**src/rtl/pd_window_pkg.sv**
```systemverilog
// Shared encodings for the ADPLL phase-error window controller and its up/down counter.
// Holds the count-instruction codes, controller state encoding and the symmetric count limits.
package pd_window_pkg;

    typedef enum logic [1:0] {
        DISABLE    = 2'b00,
        COUNT_UP   = 2'b01,
        COUNT_DOWN = 2'b10
    } count_instr_e;

    typedef enum logic [2:0] {
        ST_IDLE   = 3'd0,
        ST_CLEAR  = 3'd1,
        ST_COUNT  = 3'd2,
        ST_SETTLE = 3'd3,
        ST_HOLD   = 3'd4
    } state_e;

    function automatic longint maxval(input int width);
        return (64'sd1 <<< (width - 1)) - 64'sd1;
    endfunction

    // Symmetric minimum: the most negative two's-complement code is never produced.
    function automatic longint minval(input int width);
        return -maxval(width);
    endfunction

endpackage

```
**src/rtl/pd_window_timer.sv**
```systemverilog
// Loadable down-counter that times the COUNT phase of a measurement window.
// last_o flags the final cycle (count == 1); the count stops at zero.
module pd_window_timer #(
    parameter int WIN_W = 16
) (
    input  logic             fpga_clk_i,
    input  logic             reset_i,
    input  logic             load_i,
    input  logic [WIN_W-1:0] load_val_i,
    input  logic             dec_i,
    output logic             last_o
);

    logic [WIN_W-1:0] count_q, count_d;

    always_comb begin
        count_d = count_q;
        if (load_i) begin
            count_d = load_val_i;
        end else if (dec_i && (count_q != '0)) begin
            count_d = count_q - WIN_W'(1);
        end
    end

    always_ff @(posedge fpga_clk_i) begin
        if (reset_i) begin
            count_q <= '0;
        end else begin
            count_q <= count_d;
        end
    end

    assign last_o = (count_q == WIN_W'(1));

endmodule

```
**src/rtl/pd_window_controller.sv**
```systemverilog
// Runs fixed-length phase-error measurement windows and hands each signed count to the loop filter.
// Optional macro PD_WINDOW_SAT_ABORT_EN: end a window early when the counter saturates, adds early_o.
module pd_window_controller
    import pd_window_pkg::*;
#(
    parameter int WIDTH = 20,
    parameter int WIN_W = 16
) (
    input  logic                    fpga_clk_i,
    input  logic                    reset_i,
    input  logic                    enable_i,
    input  logic [WIN_W-1:0]        window_len_i,
    input  logic                    phase_lead_i,
    input  logic                    phase_lag_i,
    input  logic signed [WIDTH-1:0] counter_val_i,
    output logic [1:0]              count_instr_o,
    output logic                    clear_o,
    output logic signed [WIDTH-1:0] sample_o,
    output logic                    sample_valid_o,
    input  logic                    sample_ready_i,
    output logic                    sat_o,
    output logic                    busy_o
`ifdef PD_WINDOW_SAT_ABORT_EN
    ,
    output logic                    early_o
`endif
);

    localparam logic signed [WIDTH-1:0] MAXVAL = WIDTH'(maxval(WIDTH));
    localparam logic signed [WIDTH-1:0] MINVAL = WIDTH'(minval(WIDTH));

    state_e                  state_q, state_d;
    logic signed [WIDTH-1:0] sample_q, sample_d;
    logic                    sat_q, sat_d;
    count_instr_e            instr, flag_instr;
    logic                    clear;
    logic                    timer_load, timer_dec, timer_last;
    logic [WIN_W-1:0]        len_eff;
    logic                    at_limit;
`ifdef PD_WINDOW_SAT_ABORT_EN
    logic                    early_pend_q, early_pend_d;
    logic                    early_q, early_d;
`endif

    always_comb begin
        flag_instr = DISABLE;
        if (phase_lead_i && !phase_lag_i) begin
            flag_instr = COUNT_UP;
        end else if (phase_lag_i && !phase_lead_i) begin
            flag_instr = COUNT_DOWN;
        end
    end

    assign len_eff  = (window_len_i == '0) ? WIN_W'(1) : window_len_i;
    assign at_limit = (counter_val_i == MAXVAL) || (counter_val_i == MINVAL);

    pd_window_timer #(
        .WIN_W (WIN_W)
    ) u_timer (
        .fpga_clk_i (fpga_clk_i),
        .reset_i    (reset_i),
        .load_i     (timer_load),
        .load_val_i (len_eff),
        .dec_i      (timer_dec),
        .last_o     (timer_last)
    );

    always_comb begin
        state_d    = state_q;
        sample_d   = sample_q;
        sat_d      = sat_q;
        instr      = DISABLE;
        clear      = 1'b0;
        timer_load = 1'b0;
        timer_dec  = 1'b0;
`ifdef PD_WINDOW_SAT_ABORT_EN
        early_pend_d = early_pend_q;
        early_d      = early_q;
`endif
        case (state_q)
            ST_IDLE: begin
                if (enable_i) begin
                    state_d = ST_CLEAR;
                end
            end
            ST_CLEAR: begin
                clear      = 1'b1;
                timer_load = 1'b1;
                state_d    = ST_COUNT;
`ifdef PD_WINDOW_SAT_ABORT_EN
                early_pend_d = 1'b0;
`endif
            end
            ST_COUNT: begin
                timer_dec = 1'b1;
                // A dropped enable issues no further count so the counter keeps its value until the next CLEAR.
                if (!enable_i) begin
                    state_d = ST_IDLE;
                end else begin
                    instr = flag_instr;
                    if (timer_last) begin
                        state_d = ST_SETTLE;
`ifdef PD_WINDOW_SAT_ABORT_EN
                    end else if (at_limit) begin
                        state_d      = ST_SETTLE;
                        early_pend_d = 1'b1;
`endif
                    end
                end
            end
            ST_SETTLE: begin
                sample_d = counter_val_i;
                sat_d    = at_limit;
                state_d  = ST_HOLD;
`ifdef PD_WINDOW_SAT_ABORT_EN
                early_d  = early_pend_q;
`endif
            end
            ST_HOLD: begin
                if (sample_ready_i) begin
                    state_d = enable_i ? ST_CLEAR : ST_IDLE;
                end
            end
            default: begin
                state_d = ST_IDLE;
            end
        endcase
    end

    always_ff @(posedge fpga_clk_i) begin
        if (reset_i) begin
            state_q  <= ST_IDLE;
            sample_q <= '0;
            sat_q    <= 1'b0;
`ifdef PD_WINDOW_SAT_ABORT_EN
            early_pend_q <= 1'b0;
            early_q      <= 1'b0;
`endif
        end else begin
            state_q  <= state_d;
            sample_q <= sample_d;
            sat_q    <= sat_d;
`ifdef PD_WINDOW_SAT_ABORT_EN
            early_pend_q <= early_pend_d;
            early_q      <= early_d;
`endif
        end
    end

    assign count_instr_o  = instr;
    assign clear_o        = clear;
    assign sample_o       = sample_q;
    assign sat_o          = sat_q;
    assign sample_valid_o = (state_q == ST_HOLD);
    assign busy_o         = (state_q != ST_IDLE);
`ifdef PD_WINDOW_SAT_ABORT_EN
    assign early_o        = early_q;
`endif

endmodule

```
**config.mk**
```make
export PLATFORM = sky130hd
export DESIGN_NAME = pd_window_controller
export DESIGN_NICKNAME = d
export VERILOG_FILES = /design/src/rtl/pd_window_pkg.sv /design/src/rtl/pd_window_timer.sv /design/src/rtl/pd_window_controller.sv
export SDC_FILE = /design/constraint.sdc
export NUM_CORES = 1
export LEC_CHECK = 0
export ABC_CLOCK_PERIOD_IN_PS = 7900
export BUFFER_PORTS_ARGS = -buffer_cell sky130_fd_sc_hd__buf_2
export CORE_MARGIN = 4
export CORE_UTILIZATION = 35
export CTS_CLUSTER_SIZE = 40
export DETAILED_ROUTE_END_ITERATION = 12
export GPL_ROUTABILITY_DRIVEN = 1
export PLACE_DENSITY = 0.58
export SKIP_LAST_GASP = 1
export SYNTH_ARGS = -nofsm -noshare
export SYNTH_HDL_FRONTEND = slang
export SYNTH_HIERARCHICAL = 1
export SYNTH_SLANG_ARGS = --single-unit
```
**constraint.sdc**
```tcl
create_clock -name fpga_clk_i -period 7.9 [get_ports fpga_clk_i]
set_input_delay 0.79 -clock fpga_clk_i [delete_from_list [all_inputs] [get_ports fpga_clk_i]]
set_output_delay 0.79 -clock fpga_clk_i [all_outputs]
set_load 0.01 [all_outputs]
```
* After elaboration in Yosys (flattened, before gate mapping) *
Cells that the tools add are included.

cells by class
  $add $sub $neg = 1
  equal/unequal tests = 10
  mux-type cells = 15
  reductions and logical operators = 12

operators by type and width
  cell                   number
  $mux 16                3
  $eq 20x20->1 const B   2
  $eq 16x1->1 const B    1
  $logic_not 16->1       1
  $reduce_bool 16->1     1
  $sub 16x1->16 const B  1
  $pmux 3 s5             1
  $mux 3                 4
  $mux 2                 4
  $eq 3x2->1 const B     2
  $eq 3x1->1 const B     1
  $eq 3x3->1 const B     1
  $logic_and 1x1->1      3
  $logic_not 3->1        1
  $mux 1                 3
  $ne 3x3->1 const B     1
  $reduce_and 3->1       1
  $reduce_bool 3->1      1
  $logic_not 1->1        2
  $ne 2x1->1 const B     1
  $ne 2x2->1 const B     1
  $reduce_bool 2->1      1
  $logic_or 1x1->1       1

word-level totals
  register bits = 40
  output and inout port bits = 26
  logic and storage cells = 42

* Depth between registers and ports, before layout *
  depth in word-level cells = 6
  mapped depth = 7

* Modules after synthesis *
The synthesis kept the hierarchy.

modules (own cells, without submodules)
  module                times used  cells an instance  area an instance (um^2)  sequential area each (um^2)
  pd_window_controller  1           146                1068.5                   480.5
  pd_window_timer       1           124                1019.7                   320.3

* Worst setup path before layout *
No wires, ideal clock.

  path type = register to register
  start = register state_q[1]
  end = register u_timer.count_q[14]
  data arrival time = 2509 ps
  data required time = 7809 ps
  setup slack = 5300 ps
  stages on the path, launching flop included = 8
  path buffers = 2
  period minus slack after synthesis = 2600 ps
  cell sequence = dfxtp_1 -> buf_2 -> nor3b_1 -> buf_2 -> or4bb_1 -> or4b_4 -> or4_1 -> a311oi_1

on the way
  longest elaborated chain between the ends = 4
  elaborated cells between the ends (all ways) = 7
  classes of those cells = eq/ne: 2; mux: 3; reduce/logical: 2

ends and longest elaborated chain
  item                         line                         source
  from (decl)                  pd_window_controller.sv:32   state_e state_q, state_d;
  from (signal assigned)       pd_window_controller.sv:140  state_q <= state_d;
  $eq 3x2->1                   pd_window_controller.sv:80   case (state_q)
  $mux 1                       pd_window_controller.sv:80
  named net timer_dec          pd_window_controller.sv:37   logic timer_load, timer_dec, timer_last;
  $logic_and 1x1->1            pd_window_timer.sv:20        end else if (dec_i && (count_q != '0)) begin
  $reduce_bool 2->1 (no line)  n/a
  to (signal assigned)         pd_window_timer.sv:29        count_q <= count_d;
  to (decl)                    pd_window_timer.sv:14        logic [WIN_W-1:0] count_q, count_d;

The timed path passes the listed nets, and every way through them passes these cells.
A chain may end at the register's enable or synchronous reset.

* Final worst setup path *
Ends and elaborated chain as after synthesis.

==> summary.md <==
| Metric | Value |
|---|---|
| Status | `finished clean` |
| DR pass1 iterations | `5` |
| Syn avg cell area | `slightly below 8 um^2` |
| Die width | `about 85 um` |
| Final max-slew violation count | `0` |
| Async SR Flop Fraction | `0%` |
| Total Power | `~0.5 mW` |
| Global route overflow | `0` |
| Switching share of power | `between 20% and 30%` |
| Register area share after synthesis | `38.3%` |
| First-pass GRT wire length | `8870 um` |
| Netlist cell types | `49` |
| Max Root-Sink Buffers | `2` |
| Crit. Startpoint | `state_q[1]` |
| Worst Setup EP | `u_timer/count_q[14]` |
| Dpl hpwl | `3940 um` |
| Multi-input logic area | `1140 um^2` |
| Buffers on Ports | `67` |
| Actual slew at the worst max-slew pin | `0.815 ns` |
| Setup crit end kind | `flip-flop` |
| Count leader, synth | `nand2_1` |
| Flop pwr share | `46.2%` |
| Gate power share | `18.5%` |
| Worst VDD drop | `0.0000791 V` |
| Post-CTS Resized | `0` |
| Ant. Diodes | `0` |
| Die Y | `roughly 85 um` |
| Setup_tns | `0 ns` |
| CP max FO | `11` |
| Hold Violations, Final | `0` |
| IO Pins | `68` |
| Pwr dens | `192 nW/um^2` |
| Clk pwr share | `35.3%` |
| Most instantiated cells after synthesis | `nand2_1, dfxtp_1, a21oi_1, clkbuf_1, nor2_1` |
| Yosys reg bits | `40` |
| Final ANT Viol Nets | `0` |
| Period Utilization, post-route | `between 30% and 40%` |
| Total CTS buffers | `5` |
| Vias in the first global route | `1992` |
| Initial antenna violation count | `0` |
| R2R Path Start | `state_q[1]` |
| Routed len/inst | `13.7 um` |
| # clock sinks | `40` |
| Max_slew headroom | `45.5%` |
| Hold_buf cts | `0` |
| Hold WC Path Type | `flip-flop to flip-flop` |
| Post-layout min period | `2.69 ns` |
| DR vias | `2106` |
| Vias per cell | `5.39` |
| Leakage | `roughly 0.99 nW` |
| Post-synth EDFFs | `0` |
| Layout cell share with drive strength beyond 1 | `a little over a quarter` |
| Endpoints failing setup | `0` |
| Initial core utilization | `a little under two fifths` |
| Crit start category | `flip-flop` |
| Largest net degree at the start of global routing | `43` |
| # rows | `27` |
| TritonCTS clock tree | `yes` |
| Nets | `362` |
| Total Routed Length | `5360 um` |
| R2R Setup Slk | `5.21 ns` |
| # DRC | `0` |
| WS Path Type | `flip-flop to flip-flop` |
| Top_reg_cell synth | `dfxtp_1` |
| H-tree depth | `2` |
| Fill cells | `561` |
| Worst R2R End | `u_timer/count_q[14]` |
| GRT Overall Usage | `14.7%` |
| Storage element area | `between 800 and 900 um^2` |
| Die area | `7270 um^2` |
| Top cells by area, synth | `dfxtp_1, nand2_1, a21oi_1` |
| Clk pin slew, worst setup/hold paths | `around 0.090 ns` |
| Setup Buffers After CTS | `0` |
| Area Overhead vs Synth | `21.2%` |
| Max_cap viols | `0` |
| Setup Skew | `0.00718 ns` |
| Synth Instances | `270` |
| WP data required | `8.11 ns` |
| Initial DRC count | `104` |
| Yosys warning total | `6` |
| Core area | `5640 um^2` |
| Post-Syn Nets | `314` |
| CP arrival | `2.90 ns` |
| Max Clk Rate | `0.372 GHz` |
| Leading area contributor after synthesis | `dfxtp_1` |
| RSZ-0062 raised after global routing | `false` |
| Post-synth top area share | `38.3%` |
| Clk_lat worst skew | `0.29 ns` |
| GP Congestion | `0.811` |
| Cell internal pwr | `0.346 mW` |
| Switching Power | `0.141 mW` |
| Mapped Area | `roughly 2100 um^2` |
| Worst reg2reg path depth | `6` |
| CTS Root Cell | `clkbuf_8` |
-- worst min path at each step --
stage                       from      endpoint  depth (start not counted)
finish              sample_o[15]  sample_o[15]                          2
global placement    sample_o[16]  sample_o[16]                          2
detailed placement   sample_o[9]   sample_o[9]                          2
floorplan             state_q[2]    state_q[1]                          1
CTS                  sample_o[9]   sample_o[9]                          2
global route        sample_o[15]  sample_o[15]                          2
-- per-layer routing --
layer	track usage, %	vias up	part of all wire, %
met5	0	-	0
met4	4.89	0	1.1
met3	3.69	8	8.4
met2	24.4	83	44
met1	18.5	939	47
li1	-	1076	-
-- layout by cell type (no fill, tap or decap), types with 2 or more instances in the layout --
master / n
nand2_1: 49
nand4_1: 8
o21ai_0: 2
inv_1: 9
or3_1: 2
a211oi_1: 5
mux2i_1: 2
nor3_1: 8
nor3b_1: 7
nor4_1: 10
a311oi_1: 8
or4_1: 4
dfxtp_1: 40
a21oi_1: 25
nand3_1: 3
o31ai_1: 2
nor2_1: 21
clkbuf_8: 5
a2111oi_0: 4
buf_2: 67
and3_1: 3
nor2b_1: 2
ha_1: 2
a211o_1: 2
buf_4: 2
-- worst max-delay path, cell delays in order, from the launching register on --
cell	delay, ns
dfxtp_1	0.48
nor3b_1	0.22
buf_4	0.19
or4bb_1	0.49
or4b_4	0.56
or4_1	0.41
a311oi_1	0.25
-- stage by stage --
stage / util, % / cells / setup slack, ns / hold slack (ns) / cell area [um^2]
global route: 44.9 / 391 / 4.99 / 0.480 / 2530
global placement: 42.8 / 383 / 5.28 / 0.441 / 2420
finish: 44.9 / 391 / 5.21 / 0.453 / 2530
detailed placement: 42.8 / 383 / 5.21 / 0.443 / 2420
floorplan: - / 270 / 5.30 / 0.458 / 2090
CTS: 44.9 / 391 / 5.21 / 0.456 / 2530
-- cell type report --
| cell class | count | share of cell area, % |
|---|---|---|
| sequential | 40 | 31.6 |
| multi-input combinational | 193 | 45.1 |
| tap | 72 | 3.56 |
| clock buffer | 5 | 2.72 |
| clock inverter | 3 | 1.83 |
| timing repair buffer | 69 | 13.8 |
| inverter | 9 | 1.33 |
-- logic make-up after synthesis --
family	share of synthesized area, %
simple gates	32.7
xor+xnor	0.839
buf+inv	7.01
fa+ha+maj	1.20
flops	38.3
mux	0.959
compound gates	19.0
-- state kept, by name (all words and copies together) (netlist names) --
name,cells
state_q,3
sat_o,1
u_timer/count_q,16
sample_o,20
-- power by group through the flow --
stage | logic, mW | clock network [mW] | registers (mW)
2_1_floorplan | 0.0621 | 0 | 0.226
3_3_place_gp | 0.0891 | 0 | 0.229
3_5_place_dp | 0.0887 | 0 | 0.229
4_1_cts | 0.0891 | 0.177 | 0.224
5_1_grt | 0.100 | 0.185 | 0.226
6_report | 0.0898 | 0.172 | 0.225
Power figures use the tool's default switching activity.
